--- src/rtl/multicycle_core_pkg.sv ---
// Shared definitions for the multicycle core: opcodes, ALU operations, FSM states
// and the opcode decoder.
package core_pkg;

    localparam logic [5:0] OP_ADD  = 6'b010000;
    localparam logic [5:0] OP_SUB  = 6'b011000;
    localparam logic [5:0] OP_AND  = 6'b100000;
    localparam logic [5:0] OP_OR   = 6'b101000;
    localparam logic [5:0] OP_ADDI = 6'b110000;
    localparam logic [5:0] OP_ORI  = 6'b111000;
    localparam logic [5:0] OP_HALT = 6'b111111;

    typedef enum logic [2:0] {
        ALU_ADD, ALU_SUB, ALU_AND, ALU_OR, ALU_NOP, ALU_HALT
    } alu_op_e;

    typedef enum logic [2:0] {
        ST_IDLE, ST_FETCH, ST_DECODE, ST_EXECUTE, ST_WRITEBACK, ST_HALT
    } state_e;

    typedef struct packed {
        alu_op_e op;
        logic    use_imm;
        logic    we;
        logic    dst_rt;
    } dec_t;

    function automatic dec_t decode(input logic [5:0] opcode);
        dec_t d;
        d = '{op: ALU_NOP, use_imm: 1'b0, we: 1'b0, dst_rt: 1'b0};
        case (opcode)
            OP_ADD:  d = '{op: ALU_ADD,  use_imm: 1'b0, we: 1'b1, dst_rt: 1'b0};
            OP_SUB:  d = '{op: ALU_SUB,  use_imm: 1'b0, we: 1'b1, dst_rt: 1'b0};
            OP_AND:  d = '{op: ALU_AND,  use_imm: 1'b0, we: 1'b1, dst_rt: 1'b0};
            OP_OR:   d = '{op: ALU_OR,   use_imm: 1'b0, we: 1'b1, dst_rt: 1'b0};
            OP_ADDI: d = '{op: ALU_ADD,  use_imm: 1'b1, we: 1'b1, dst_rt: 1'b1};
            OP_ORI:  d = '{op: ALU_OR,   use_imm: 1'b1, we: 1'b1, dst_rt: 1'b1};
            OP_HALT: d = '{op: ALU_HALT, use_imm: 1'b0, we: 1'b0, dst_rt: 1'b0};
            default: d = '{op: ALU_NOP,  use_imm: 1'b0, we: 1'b0, dst_rt: 1'b0};
        endcase
        return d;
    endfunction

endpackage

--- src/rtl/multicycle_core_if.sv ---
// Control, program-load and status signals of the multicycle core.
interface multicycle_core_if #(
    parameter int DATA_W = 32,
    parameter int PC_W   = 3
);
    logic              control;
    logic              run_mode;
    logic              imem_we;
    logic [PC_W-1:0]   imem_waddr;
    logic [31:0]       imem_wdata;
    logic [DATA_W-1:0] result;
    logic [PC_W-1:0]   pc;
    logic              busy;
    logic              halted;

    modport master (
        output control, run_mode, imem_we, imem_waddr, imem_wdata,
        input  result, pc, busy, halted
    );

    modport slave (
        input  control, run_mode, imem_we, imem_waddr, imem_wdata,
        output result, pc, busy, halted
    );
endinterface

--- src/rtl/multicycle_core_regfile.sv ---
// Register file: two combinational read ports, one synchronous write port, r0 fixed at zero.
module core_regfile #(
    parameter int DATA_W   = 32,
    parameter int NUM_REGS = 32
) (
    input  logic                        clk,
    input  logic                        rst_n,
    input  logic [$clog2(NUM_REGS)-1:0] ra,
    input  logic [$clog2(NUM_REGS)-1:0] rb,
    output logic [DATA_W-1:0]           rd_a,
    output logic [DATA_W-1:0]           rd_b,
    input  logic                        we,
    input  logic [$clog2(NUM_REGS)-1:0] wa,
    input  logic [DATA_W-1:0]           wd
);
    logic [DATA_W-1:0] regs [NUM_REGS];

    always_ff @(posedge clk or negedge rst_n) begin
        if (!rst_n) begin
            for (int unsigned i = 0; i < NUM_REGS; i++) regs[i] <= '0;
        end else if (we && wa != '0) begin
            regs[wa] <= wd;
        end
    end

    assign rd_a = (ra == '0) ? '0 : regs[ra];
    assign rd_b = (rb == '0) ? '0 : regs[rb];
endmodule

--- src/rtl/multicycle_core.sv ---
// Four-cycle-per-instruction core: FETCH/DECODE/EXECUTE/WRITEBACK FSM, ALU and
// inferred instruction memory, with single-step or free-run sequencing.
module multicycle_core
    import core_pkg::*;
#(
    parameter int DATA_W     = 32,
    parameter int NUM_REGS   = 32,
    parameter int IMEM_DEPTH = 8
) (
    input  logic               clk,
    input  logic               reset,
    multicycle_core_if.slave   bus
);
    localparam int PC_W   = $clog2(IMEM_DEPTH);
    localparam int RIDX_W = $clog2(NUM_REGS);

    logic rst_q1, rst_n;
    always_ff @(posedge clk or negedge reset) begin
        if (!reset) {rst_n, rst_q1} <= '0;
        else        {rst_n, rst_q1} <= {rst_q1, 1'b1};
    end

    state_e            state, state_next;
    logic [31:0]       imem [IMEM_DEPTH];
    logic [31:0]       ir;
    logic [PC_W-1:0]   pc_q, pc_next;
    logic [DATA_W-1:0] op_a, op_b, imm_q, alu_q, result_q;
    logic [DATA_W-1:0] rd_a, rd_b, imm_ext, opnd_b, alu_out;
    logic              ctrl_q, ctrl_rise, fetch, wb_we, imem_wr;
    logic [RIDX_W-1:0] wa;
    dec_t              dec;

    assign dec       = decode(ir[31:26]);
    assign ctrl_rise = bus.control & ~ctrl_q;
    assign imm_ext   = DATA_W'($signed(ir[15:0]));
    assign wa        = dec.dst_rt ? ir[16 +: RIDX_W] : ir[11 +: RIDX_W];

    core_regfile #(.DATA_W(DATA_W), .NUM_REGS(NUM_REGS)) u_regfile (
        .clk  (clk),
        .rst_n(rst_n),
        .ra   (ir[21 +: RIDX_W]),
        .rb   (ir[16 +: RIDX_W]),
        .rd_a (rd_a),
        .rd_b (rd_b),
        .we   (wb_we),
        .wa   (wa),
        .wd   (alu_q)
    );

    always_comb begin
        state_next = state;
        pc_next    = pc_q;
        fetch      = 1'b0;
        wb_we      = 1'b0;
        case (state)
            ST_IDLE: begin
                if (bus.run_mode || ctrl_rise) begin
                    state_next = ST_FETCH;
                    fetch      = 1'b1;
                end
            end
            ST_FETCH:   state_next = ST_DECODE;
            ST_DECODE:  state_next = ST_EXECUTE;
            ST_EXECUTE: state_next = ST_WRITEBACK;
            ST_WRITEBACK: begin
                if (dec.op == ALU_HALT) begin
                    state_next = ST_HALT;
                end else begin
                    pc_next = pc_q + 1'b1;
                    wb_we   = dec.we;
                    if (bus.run_mode) begin
                        state_next = ST_FETCH;
                        fetch      = 1'b1;
                    end else begin
                        state_next = ST_IDLE;
                    end
                end
            end
            ST_HALT: state_next = ST_HALT;
            default: state_next = ST_IDLE;
        endcase
    end

    always_comb begin
        opnd_b  = dec.use_imm ? imm_q : op_b;
        alu_out = '0;
        case (dec.op)
            ALU_ADD: alu_out = op_a + opnd_b;
            ALU_SUB: alu_out = op_a - opnd_b;
            ALU_AND: alu_out = op_a & opnd_b;
            ALU_OR:  alu_out = op_a | opnd_b;
            default: alu_out = '0;
        endcase
    end

    // IR loads on the edge entering FETCH, so a same-edge imem write in IDLE
    // is not seen by that fetch while back-to-back run mode keeps 4 cycles/instr.
    always_ff @(posedge clk or negedge rst_n) begin
        if (!rst_n) begin
            state    <= ST_IDLE;
            pc_q     <= '0;
            ctrl_q   <= 1'b0;
            ir       <= '0;
            op_a     <= '0;
            op_b     <= '0;
            imm_q    <= '0;
            alu_q    <= '0;
            result_q <= '0;
        end else begin
            state  <= state_next;
            pc_q   <= pc_next;
            ctrl_q <= bus.control;
            if (fetch) ir <= imem[pc_next];
            if (state == ST_DECODE) begin
                op_a  <= rd_a;
                op_b  <= rd_b;
                imm_q <= imm_ext;
            end
            if (state == ST_EXECUTE) alu_q <= alu_out;
            if (wb_we) result_q <= alu_q;
        end
    end

    assign imem_wr = bus.imem_we && (state == ST_IDLE || state == ST_HALT);

    always_ff @(posedge clk) begin
        if (imem_wr) imem[bus.imem_waddr] <= bus.imem_wdata;
    end

    assign bus.result = result_q;
    assign bus.pc     = pc_q;
    assign bus.busy   = (state == ST_FETCH) || (state == ST_DECODE) ||
                        (state == ST_EXECUTE) || (state == ST_WRITEBACK);
    assign bus.halted = (state == ST_HALT);
endmodule
--- src/flat_wrapper.sv ---
// flat-port wrapper written by rule: the top's interface ports become plain ports
module multicycle_core_flat import core_pkg::*;
#(
    parameter int DATA_W     = 32,
    parameter int NUM_REGS   = 32,
    parameter int IMEM_DEPTH = 8
)
  (clk, reset, bus_control, bus_run_mode, bus_imem_we, bus_imem_waddr, bus_imem_wdata, bus_result, bus_pc, bus_busy, bus_halted);
  multicycle_core_if #(.DATA_W(DATA_W)) bus_i ();
  input  logic clk;
  input  logic reset;
  input wire logic [$bits(bus_i.control)-1:0] bus_control;
  input wire logic [$bits(bus_i.run_mode)-1:0] bus_run_mode;
  input wire logic [$bits(bus_i.imem_we)-1:0] bus_imem_we;
  input wire logic [$bits(bus_i.imem_waddr)-1:0] bus_imem_waddr;
  input wire logic [$bits(bus_i.imem_wdata)-1:0] bus_imem_wdata;
  output wire logic [$bits(bus_i.result)-1:0] bus_result;
  output wire logic [$bits(bus_i.pc)-1:0] bus_pc;
  output wire logic [$bits(bus_i.busy)-1:0] bus_busy;
  output wire logic [$bits(bus_i.halted)-1:0] bus_halted;
  assign bus_i.control = bus_control;
  assign bus_i.run_mode = bus_run_mode;
  assign bus_i.imem_we = bus_imem_we;
  assign bus_i.imem_waddr = bus_imem_waddr;
  assign bus_i.imem_wdata = bus_imem_wdata;
  assign bus_result = bus_i.result;
  assign bus_pc = bus_i.pc;
  assign bus_busy = bus_i.busy;
  assign bus_halted = bus_i.halted;
  multicycle_core #(.DATA_W(DATA_W), .NUM_REGS(NUM_REGS), .IMEM_DEPTH(IMEM_DEPTH)) u_core (.clk(clk), .reset(reset), .bus(bus_i));
endmodule
--- config.mk ---
export PLATFORM = sky130hd
export DESIGN_NAME = multicycle_core_flat
export DESIGN_NICKNAME = d
export VERILOG_FILES = /design/src/rtl/multicycle_core_pkg.sv /design/src/rtl/multicycle_core_if.sv /design/src/rtl/multicycle_core_regfile.sv /design/src/rtl/multicycle_core.sv /design/src/flat_wrapper.sv
export SDC_FILE = /design/constraint.sdc
export NUM_CORES = 2
export LEC_CHECK = 0
export CAP_MARGIN = 20
export CELL_PAD_IN_SITES_DETAIL_PLACEMENT = 0
export CELL_PAD_IN_SITES_GLOBAL_PLACEMENT = 2
export CORE_MARGIN = 2
export CORE_UTILIZATION = 40
export DETAILED_ROUTE_END_ITERATION = 8
export PLACE_DENSITY_LB_ADDON = 0.15
export SLEW_MARGIN = 20
export SYNTH_ARGS = -nofsm -noshare
export SYNTH_HDL_FRONTEND = slang
export SYNTH_SLANG_ARGS = --single-unit
--- constraint.sdc ---
create_clock -name clk -period 41.6 [get_ports clk]
set_input_delay 6.24 -clock clk [delete_from_list [all_inputs] [get_ports clk]]
set_output_delay 6.24 -clock clk [all_outputs]
set_load 0.01 [all_outputs]
==> flow_summary.yaml <==
run:
  cap_violations: 0
floorplan:
  die_x_um: 435
  fp.dieH_um: 435
  num_rows: 158
  ios: 77
  die-area_um2: 189000
  core_area_um2: 185000
  start_util: 0.402
route:
  dr.pass1.iters: 7
  drc: 0
  ant_nets: 0
  routed_via_density: 6.07
  wl_per_cell_um: 31.6
  drt_iter0_markers: 3736
  drt-total-wl_um: 248000
  vias: 47707
layout:
  final_nets: 5311
  mostFrequentLayoutCells: "dfrtp_1 (1186), mux2_2 (1024), mux4_2 (451)"
  layout_commonest_cell: "dfrtp_1"
  instances_no_fill: 7855
  layout-drive-gt1-share: 0.364
  fin_util: 0.450
  syn_to_final_growth_pct: 11.9
  fin_area_um2: 83200
critical_path:
  reg2reg_from: "u_core.ir[21]"
  path_max_fanout: 10
  crit_path_end_kind: "primary output"
  rr_worst_depth: 12
  cp.arrival_ns: 2.37
  slowest_delay_ns: 0.56
  cpMaxStageDelayCell: "clkdlybuf4s50_1"
  path_class: "flop to primary output"
  worstPathCellList: "nor2_1, xnor2_1, clkdlybuf4s50_1"
  cp_top_family: "buffers and inverters"
  cp_num_buf_inv: 1
  rrSetupSlack_ns: 35.74
  r2r_end: "u_core.op_a[16]"
  required_ns: 35.36
  worst_setup_path_start_kind: "flop"
logic_synthesis:
  synth-simple-area-share: 0.0370
  synthCells: 5383
  synth_cell_types: 67
  synth_top_flop_cell: "dfrtp_1"
  ys_warn_count: 0
  ys_seq_area_frac: 0.510
  synth-seq-cells: 1465
  synth-compound-area-share: 0.0668
  syn_area_um2: 74400
  ys_async_sr_fraction: 0.825
  synth_top_family_by_area: "multiplexers"
  syn_area_per_cell_um2: 13.8
  synth.area.mux_share: 0.343
  synth-xor-area-share: 0.00671
  synth_edf_count: 256
  syn-num-nets: 5455
  synth_fa_ha_area_frac: 0.00548
placed_design:
  port-buffer-count: 76
  dp_cells: 7547
  pre_cts_ws_ns: 32.83
  place_area_um2: 77500
  dp_hpwl_um: 141000
  place.gp.congestion: 0.841
power_and_ir_drop:
  intPower_mw: 2.99
  leakage_nw: 36.8
  swShare: 0.383
  pwr-share-clk: 0.314
  p_comb_frac: 0.342
  peakVddDrop_mv: 0.0553
  p_sw_mw: 1.85
  power_density_nw_per_um2: 58.3
  total_power_mw: 4.85
  power_frac_seq: 0.344
global_route:
  grt_usage: 0.260
  overflow: 0
  antenna_found_initial: 2
  grt_pass1_wl_um: 360000
  grt_max_degree: 153
  grt_pass1_vias: 49042
clocking:
  insertion_delay_ns: 0.84
  cts_inserted_buffers: 169
  cts_buffer_depth: 3
  ctsHtreeMaxLevel: 4
  clockRootBuffer: "clkbuf_16"
  postCtsSetupBuffers: 0
  cts_resized: 0
  hold_buffers: 0
  cts.sinks: 1465
  cts_tree: "done"
  clk_pin_slew_worst_paths_ns: 0.06
sta:
  clock.fmax_mhz: 116
  tns_ns: 0
  worstMarginPinSlew_ns: 1.18
  fin_crit_sh: 0.207
  worst_slack_ns: 32.99
  setup_viol: 0
  finalClockSkew_ns: 0.0404
  period_minus_slack_ns: 8.61
  holdWs_ns: 0.329
  rsz0062_at_grt: "false"
  timing.final.max_slew_violations: 0
  maxSlewHeadroom: 0.214
  finalHoldViolations: 0
status:
  status: "finished, final reports clean"
worst_hold_path:
  min_path_type: "flop to asynchronous set/reset pin"
cell type report:
cell class / instances / area (um^2)
Antenna cell: 2 / 5.00
Clock buffer: 252 / 4900
Clock inverter: 53 / 738
Fill cell: 16764 / 102000
Inverter: 17 / 68.8
Multi-Input combinational cell: 3372 / 34500
Sequential cell: 1465 / 38000
Tap cell: 2480 / 3100
Timing Repair Buffer: 214 / 1870
how the worst max path moves through the flow:
stage / startpoint / end / slack (ns) / cells after the start
after floorplan: u_core.rst_n / u_core.alu_q[0] / 5.40 / 0
after global placement: bus_imem_we / u_core.imem[6][19] / 32.89 / 5
after detailed placement: bus_imem_we / u_core.imem[4][2] / 32.83 / 5
after CTS: u_core.state[0] / bus_busy / 32.93 / 3
after global routing: u_core.state[0] / bus_busy / 32.86 / 3
final: u_core.state[0] / bus_busy / 32.99 / 3
worst register-to-register path, cell delays in order (launching register included):
cell and delay, ns:
dfrtp_4 0.77, buf_4 0.66, buf_4 0.61, buf_4 0.73
buf_4 0.74, buf_4 0.74, mux2_2 0.42, a21oi_1 0.13
o21ai_0 0.14, o22ai_1 0.21, nor2_1 0.07, a21oi_1 0.34
o21ai_0 0.14
power by group through the flow:
stage / Combinational, mW / Clock (mW) / Sequential (mW)
final: 1.66 / 1.52 / 1.67
after global routing: 1.78 / 1.61 / 1.67
after CTS: 1.66 / 1.56 / 1.67
after detailed placement: 1.66 / 0 / 1.69
after global placement: 1.67 / 0 / 1.69
after floorplan: 1.13 / 0 / 1.61
registers in the layout, indices dropped and copies added, names as in the netlist:
| signal | count |
|---|---|
| u_core.u_regfile.regs | 1024 |
| u_core.ctrl_q | 1 |
| u_core.bus.pc | 3 |
| u_core.op_a | 32 |
| u_core.bus.result | 32 |
| u_core.imm_q | 16 |
| u_core.imem | 256 |
| u_core.rst_q1 | 1 |
| u_core.alu_q | 32 |
| u_core.ir | 32 |
| u_core.op_b | 32 |
| u_core.rst_n | 1 |
| u_core.state | 3 |
metal layers:
metal  routed length [um]  vias to the layer above  global-route usage
li1                     -                    20221                   -
met4                 7160                        0              0.0767
met2               118000                     1212               0.423
met5                    0                        -                   0
met1               112000                    25927               0.366
met3                10900                      347              0.0339
cell families (layout without fill, tap and decap cells):
kind of cell / count (synthesis) / after routing
AOI/OAI and AO/OA: 813 / 813
buffers and inverters: 546 / 536
muxes: 1845 / 1845
xor gates and xnor gates: 57 / 57
DFF: 1465 / 1465
and+or+nand+nor: 624 / 624
other: 1 / 3
adders and majority gates: 32 / 32
cells in the mapped netlist, types with 69 or more instances:
cell type / n / share of area
dfrtp_1: 1209 / 0.41
mux2_2: 1024 / 0.16
mux4_2: 451 / 0.14
clkbuf_1: 326 / 0.016
mux2i_1: 301 / 0.041
nand2_1: 278 / 0.014
a21oi_1: 275 / 0.019
edfxtp_1: 256 / 0.10
o21ai_0: 223 / 0.015
nor2_1: 160 / 0.0081
buf_2: 142 / 0.0096
o221ai_1: 98 / 0.012
o22ai_1: 76 / 0.0064
mux2_1: 69 / 0.010
Note: power is estimated with default switching activity, not from simulation.
